File: src/rtl/gshare_pht.sv
// gshare pattern history table: PC/history-indexed 2-bit counters with a
// Decode-stage training path, misprediction flag and saturating statistics.
module gshare_pht #(
    parameter int unsigned HIST_BITS  = 3,
    parameter int unsigned INDEX_BITS = 3,
    parameter int unsigned CNT_BITS   = 16
) (
    input  logic                 clk,
    input  logic                 reset,
    input  logic [31:0]          Fpc,
    input  logic [HIST_BITS-1:0] globalhistoryin,
    input  logic                 Dstall,
    input  logic                 FlushD,
    input  logic [1:0]           Dbranch,
    input  logic                 branchcircuitout,
    output logic                 predicttaken,
    output logic                 Dpredicttaken,
    output logic                 Dmispredict,
    output logic [CNT_BITS-1:0]  branchcount,
    output logic [CNT_BITS-1:0]  mispredictcount
);

    localparam int unsigned DEPTH = 2 ** INDEX_BITS;

    logic [1:0]            tbl [DEPTH];
    logic [INDEX_BITS-1:0] hist_ext;
    logic [INDEX_BITS-1:0] fidx;
    logic [INDEX_BITS-1:0] didx;
    logic                  dvalid;
    logic                  dcond;
    logic                  train;
    logic [1:0]            dentry;
    logic                  fpc_unused;

    // PC bits outside the index field and the branch-type LSB carry no meaning here
    assign fpc_unused = ^{Fpc[31:INDEX_BITS+2], Fpc[1:0], Dbranch[0]};

    // Fetch-side index and prediction; reads never see a same-cycle update
    always_comb begin
        hist_ext     = INDEX_BITS'(globalhistoryin);
        fidx         = Fpc[INDEX_BITS+1:2] ^ hist_ext;
        predicttaken = tbl[fidx][1];
    end

    // Decode-side resolution: mispredict flag and single-shot training enable
    always_comb begin
        dcond       = dvalid && !Dbranch[1];
        Dmispredict = dcond && (Dpredicttaken != branchcircuitout);
        train       = dcond && !Dstall;
        dentry      = tbl[didx];
    end

    // D-stage register: flush beats stall, stall holds the lookup for training
    always_ff @(posedge clk) begin
        if (reset) begin
            didx          <= '0;
            dvalid        <= 1'b0;
            Dpredicttaken <= 1'b0;
        end else if (FlushD) begin
            dvalid        <= 1'b0;
            Dpredicttaken <= 1'b0;
        end else if (!Dstall) begin
            didx          <= fidx;
            dvalid        <= 1'b1;
            Dpredicttaken <= predicttaken;
        end
    end

    // Counter table: reset to weak-not-taken, saturating train on the stored index
    always_ff @(posedge clk) begin
        if (reset) begin
            for (int unsigned i = 0; i < DEPTH; i++) begin
                tbl[i] <= 2'b01;
            end
        end else if (train) begin
            if (branchcircuitout) begin
                if (dentry != 2'b11) tbl[didx] <= dentry + 2'b01;
            end else begin
                if (dentry != 2'b00) tbl[didx] <= dentry - 2'b01;
            end
        end
    end

    // Performance counters: count on the training edge only, stick at all-ones
    always_ff @(posedge clk) begin
        if (reset) begin
            branchcount     <= '0;
            mispredictcount <= '0;
        end else if (train) begin
            if (branchcount != '1) branchcount <= branchcount + 1'b1;
            if (Dmispredict && (mispredictcount != '1)) mispredictcount <= mispredictcount + 1'b1;
        end
    end

endmodule

File: config.mk
export PLATFORM = sky130hd
export DESIGN_NAME = gshare_pht
export DESIGN_NICKNAME = d
export VERILOG_FILES = /design/src/rtl/gshare_pht.sv
export SDC_FILE = /design/constraint.sdc
export NUM_CORES = 1
export LEC_CHECK = 0
export BUFFER_PORTS_ARGS = -buffer_cell sky130_fd_sc_hd__buf_2
export CAP_MARGIN = 10
export CELL_PAD_IN_SITES_DETAIL_PLACEMENT = 1
export CELL_PAD_IN_SITES_GLOBAL_PLACEMENT = 2
export CORE_ASPECT_RATIO = 1.75
export CORE_UTILIZATION = 30
export CTS_BUF_LIST = sky130_fd_sc_hd__clkbuf_4
export CTS_CLUSTER_SIZE = 24
export DETAILED_ROUTE_END_ITERATION = 16
export GPL_ROUTABILITY_DRIVEN = 0
export GPL_TIMING_DRIVEN = 0
export PLACE_DENSITY_LB_ADDON = 0.25
export SYNTH_ARGS = -nofsm -noshare
export SYNTH_HDL_FRONTEND = slang
export SYNTH_SLANG_ARGS = --single-unit
File: constraint.sdc
create_clock -name clk -period 1.8 [get_ports clk]
set_input_delay 0.09 -clock clk [delete_from_list [all_inputs] [get_ports clk]]
set_output_delay 0.09 -clock clk [all_outputs]
set_load 0.01 [all_outputs]
# Word-level counts from Yosys, hierarchy flattened
# Memories as Yosys holds them, arrays and structs flattened. A register that Yosys moved wholly into a read port is not among the register bits.
# Index checks and enable logic that the tools add are counted.
[totals] ff_bits=37 ramBits=16 output_inout_bits=35 mem_count=1
[mem_list] memory="tbl" depth=8 word_bits=2 rd=2 rd_clocked_by_memory_dff=1 wr=8 line_no="25" source="logic [1:0] tbl [DEPTH];"
[classes] add_sub_neg=4 n_eq_ne=4 n_mux=18 bitwise=4 n_reduce_logical=12
[op_table] operator="16-bit by 1-bit adder with 16-bit output (second input constant)" n=2
[op_table] operator="16-bit != test (second input constant)" n=2
[op_table] operator="1-bit two-way mux" n=13
[op_table] operator="3-bit two-way mux" n=3
[op_table] operator="2-bit AND reduction" n=3
[op_table] operator="1-bit logical AND" n=4
[op_table] operator="2-bit two-way mux" n=2
[op_table] operator="2-bit OR reduction" n=2
[op_table] operator="3-bit bitwise XOR" n=1
[op_table] operator="2-bit by 1-bit adder with 2-bit output (second input constant)" n=1
[op_table] operator="1-bit zero test" n=2
[op_table] operator="2-bit != test (second input constant)" n=1
[op_table] operator="1-bit NOT" n=2
[op_table] operator="2-bit nonzero test" n=1
[op_table] operator="2-bit by 1-bit subtractor with 2-bit output (second input constant)" n=1
[op_table] operator="1-bit != test" n=1
[op_table] operator="1-bit OR" n=1

# Logic depth before layout (Yosys ltp)
[depth] ltp_word=9 mapped_depth=7 ltp_nobuf=6

# Worst setup path after synthesis
# Ideal clock, no wire load.
[synth_timing] kind="register to register" from="register (tool-made name)" to="memory tbl[3][0], enable pin" setup_ns=0.315 arrival_ns=1.656 required_ns=1.485 slack_ns=-0.171 stages_incl_launch_ff=6 n_path_buf=0 path_cell_list="dfxtp_1 mux4_1 mux2i_4 nor3_1 a21o_1 o21bai_1"
[synth_rtl] element="to (decl)" line_no="25"

==> results.md <==
- I/O pin count: 77
- Worst skew pair latency: between 0.3 and 0.4 ns
- Post-synthesis sequential area ratio: 44.41%
- Port-buffer cells: 45
- Initial DRC count: 42
- LEAKAGE: 1.309 nW
- Antenna cells: 0
- Clk sinks: between 50 and 60
- Fill count: approximately 1100
- Initial antenna violation count: 0
- Crit path max fanout: 4
- Worst-path cell chain: mux4_2 > mux2i_4 > nor3_2 > a21oi_2 > a21o_1
- Clk buf depth: 2
- Yosys top cell by area: dfxtp_1
- Max cap viols: 0
- Starting Density: between 30% and 40%
- Clk slew on worst S/H paths: approximately 0.15 ns
- Syn_area_per_cell: between 9 and 10 sq um
- Rows: 47
- Crit-path max cell delay: ~0.54 ns
- Top Usage Layer GRT: met2
- Slew headroom: 64.19%
- Startpoint Class: flop
- GR Overflow Total: 0
- Met1 Use GR: between 15 and 20%
- Pwr dens: between 500 and 600 nW/um^2
- Reg power frac: between 60% and 70%
- Synth Warn #: 0
- Placeable Area: roughly 9400 sq um
- Final antenna-violating net count: 0
- Final nets: between 400 and 500
- Power Internal: between 0.0015 and 0.002 W
- Maximum clock rate: around 500 MHz
- Post-synth top area share: between 20% and 30%
- Post-synth EDFFs: 16
- Clock power share: between 20% and 30%
- Ratio of cells with drive above 1 in the final layout: a little under two fifths
- Synth Cell Area: roughly 2900 sq um
- Post-synth ARST share: 0%
- Die width: between 70 and 80 microns
- GRT Total Usage: ~16%
- Critical-path top delay cell: mux4_2
- Via density: around 5.0
- Pre-CTS WS: -0.3784 ns
- CTS tree: built
- Area Overhead vs Synth: 28.53%
- PnR worst setup slack: -0.2030 ns
- Drt drc: 0
- CTS HTree Levels: 2
- P_sw: around 0.00056 W
- Distinct cells, synth: 50
- Met2 global-route usage: about a third
- Sw frac: 25.78%
- CP arrival: ~2.1 ns
- Worst-Margin Slew: 0.5372 ns
- Drt first pass iters: 4
- Final setup viols: 32
- Failing checks: setup timing
- Top cells by area, synth: dfxtp_1, edfxtp_1, xnor2_1
- Outcome: finished with violations
- Max Transition Viols Final: 0
- CTS buffer count: 5
- Worst setup EP type: flop
- VDD IR-drop max: 271.2 uV
- Root Driver: clkbuf_4
- Final hold vios: 0
- Synth Instances: approximately 290
- Wire length of the first global-routing pass: approximately 13 mm
- Placed insts: roughly 460
- Yosys reg bits: 56
- Hold crit path type: in2reg
- Grt met3 use: 2.561%
- Post-DP HPWL: around 5.7 mm
- Main synth FF type: dfxtp_1
- Vias in the first global route: 2513
- Post-DR wirelength/cell: between 15 and 20 microns
- Final cell count without fillers: just under 500
- Final wirelength: around 7.7 mm
- Logic gate share of total power: 12.6%
- Fin util: between 30% and 40%
- Die height: 131.7 microns
- Post-layout min period: between 2 and 2.5 ns
- Syn Nets: roughly 330
- Largest net degree at the start of global routing: 16
- TNS Setup: -5.416 ns
- Clock skew: between 0.01 and 0.015 ns
- Full die area: 10030 sq um
- WP data required: 1.91 ns
- RSZ-0062 raised after global routing: yes
- Final worst-path cycle share: 111.3%
- Crit path kind: reg2reg
- Via count: 2424
## synthesized netlist by cell type, types with 2 or more instances
library cell / count
nor2_1: 42
dfxtp_1: 40
xnor2_1: 26
nand2_1: 17
edfxtp_1: 16
a211oi_1: 15
nand3_1: 12
nor3_1: 11
inv_1: 9
a21oi_1: 8
clkbuf_1: 7
a21o_1: 5
and4_1: 5
nand4_1: 5
xor2_1: 5
mux4_1: 4
nor3b_1: 4
nor4_1: 4
o21bai_1: 4
and3_1: 3
mux2i_1: 3
nand2b_1: 3
nor3_2: 3
nor4b_1: 3
buf_1: 2
buf_2: 2
ha_1: 2
mux2i_4: 2
mux4_2: 2
nor2b_1: 2
nor2b_2: 2
o31ai_1: 2
or3_1: 2
## power by group through the flow
| stage | logic (W) | registers, W | clock network [W] |
|---|---|---|---|
| after detailed placement | 0.000203 | 0.00136 | 0 |
| after global placement | 0.000202 | 0.00136 | 0 |
| after CTS | 0.000263 | 0.00133 | 0.000595 |
| final | 0.000272 | 0.00133 | 0.000554 |
| after floorplan | 0.000136 | 0.00135 | 0 |
| after global routing | 0.000296 | 0.00133 | 0.000636 |
## critical path: cells and delay by family (launching register included)
kind / cells / cell delay, ns
compound gates: 2 / 0.45
flops: 1 / 0.42
mux: 2 / 0.78
simple gates: 1 / 0.08
## stage by stage
step	hold slack, ns	total power [W]	instance area [sq um]
2_1_floorplan	0.1628	0.001489	2874
3_3_place_gp	0.3560	0.001559	3252
3_5_place_dp	0.3557	0.001561	3252
4_1_cts	0.03042	0.002188	3536
5_1_grt	0.04925	0.002265	3709
6_report	0.06453	0.002155	3709
## flip-flops by register name, summed over array words and instances, names as in the netlist, named ones only
| name | count |
|---|---|
| Dpredicttaken | 1 |
| branchcount | 16 |
| didx | 3 |
| dvalid | 1 |
| mispredictcount | 16 |
| tbl | 16 |
## worst paths after layout
path,slack [ns],startpoint,end,cells after the start
worst min register to register,0.53,mispredictcount[8],mispredictcount[8],2
worst min-delay path,0.06,Dstall,Dpredicttaken,3
worst max register to register,-0.20,flop,tbl[0][1],5
worst max-delay path,-0.20,flop,tbl[0][1],5
## repair_timing
item                                    in CTS  in global routing
endpoints found under the setup margin      61                 62
hold buffers                                 2                  0
pin swaps                                    7                  9
buffers inserted                            12                  8
resized for setup                           23                 31
endpoints found under the hold margin        2                  0
## cell families (layout without fill, tap and decap cells)
logic type	after synthesis	in the layout	share of synthesized area [%]
DFF	56	56	44.41
AOI/OAI and AO/OA	38	38	9.367
xor gates and xnor gates	31	31	9.410
buffers and inverters	21	95	3.079
muxes	12	12	8.196
and+or+nand+nor	129	129	24.68
adders and majority gates	2	2	0.8672
## metal layers
layer	wire, microns	part of all wire, %
met5	0	0
met4	122	1.6
met3	200	2.6
met2	4404	57
met1	2987	39
## cell type report
cell class	instances	area [sq um]	share of cell area, %
well taps	122	152.6	4.116
multi-input cells	212	1698	45.78
plain buffers	11	60.06	1.619
clock inverters	2	7.507	0.2024
flip-flops and latches	56	1294	34.89
clock buffers	6	45.04	1.215
inverters	9	33.78	0.9109
repair buffers	67	417.9	11.27
## layout by cell type, fill, tap and decap left out, types with 6 or more instances in the layout
cell type	synthesis	final
edfxtp_1	16	16
a211oi_2	0	10
clkbuf_4	0	7
a21oi_1	8	6
xnor2_1	26	26
buf_2	2	44
nor3_1	11	8
inv_1	9	10
buf_4	0	20
nand2_1	17	17
nand3_1	12	12
nor2_1	42	40
dfxtp_1	40	32
dfxtp_2	0	7
mux4_2	2	6
(Power assumes the default switching activity.)
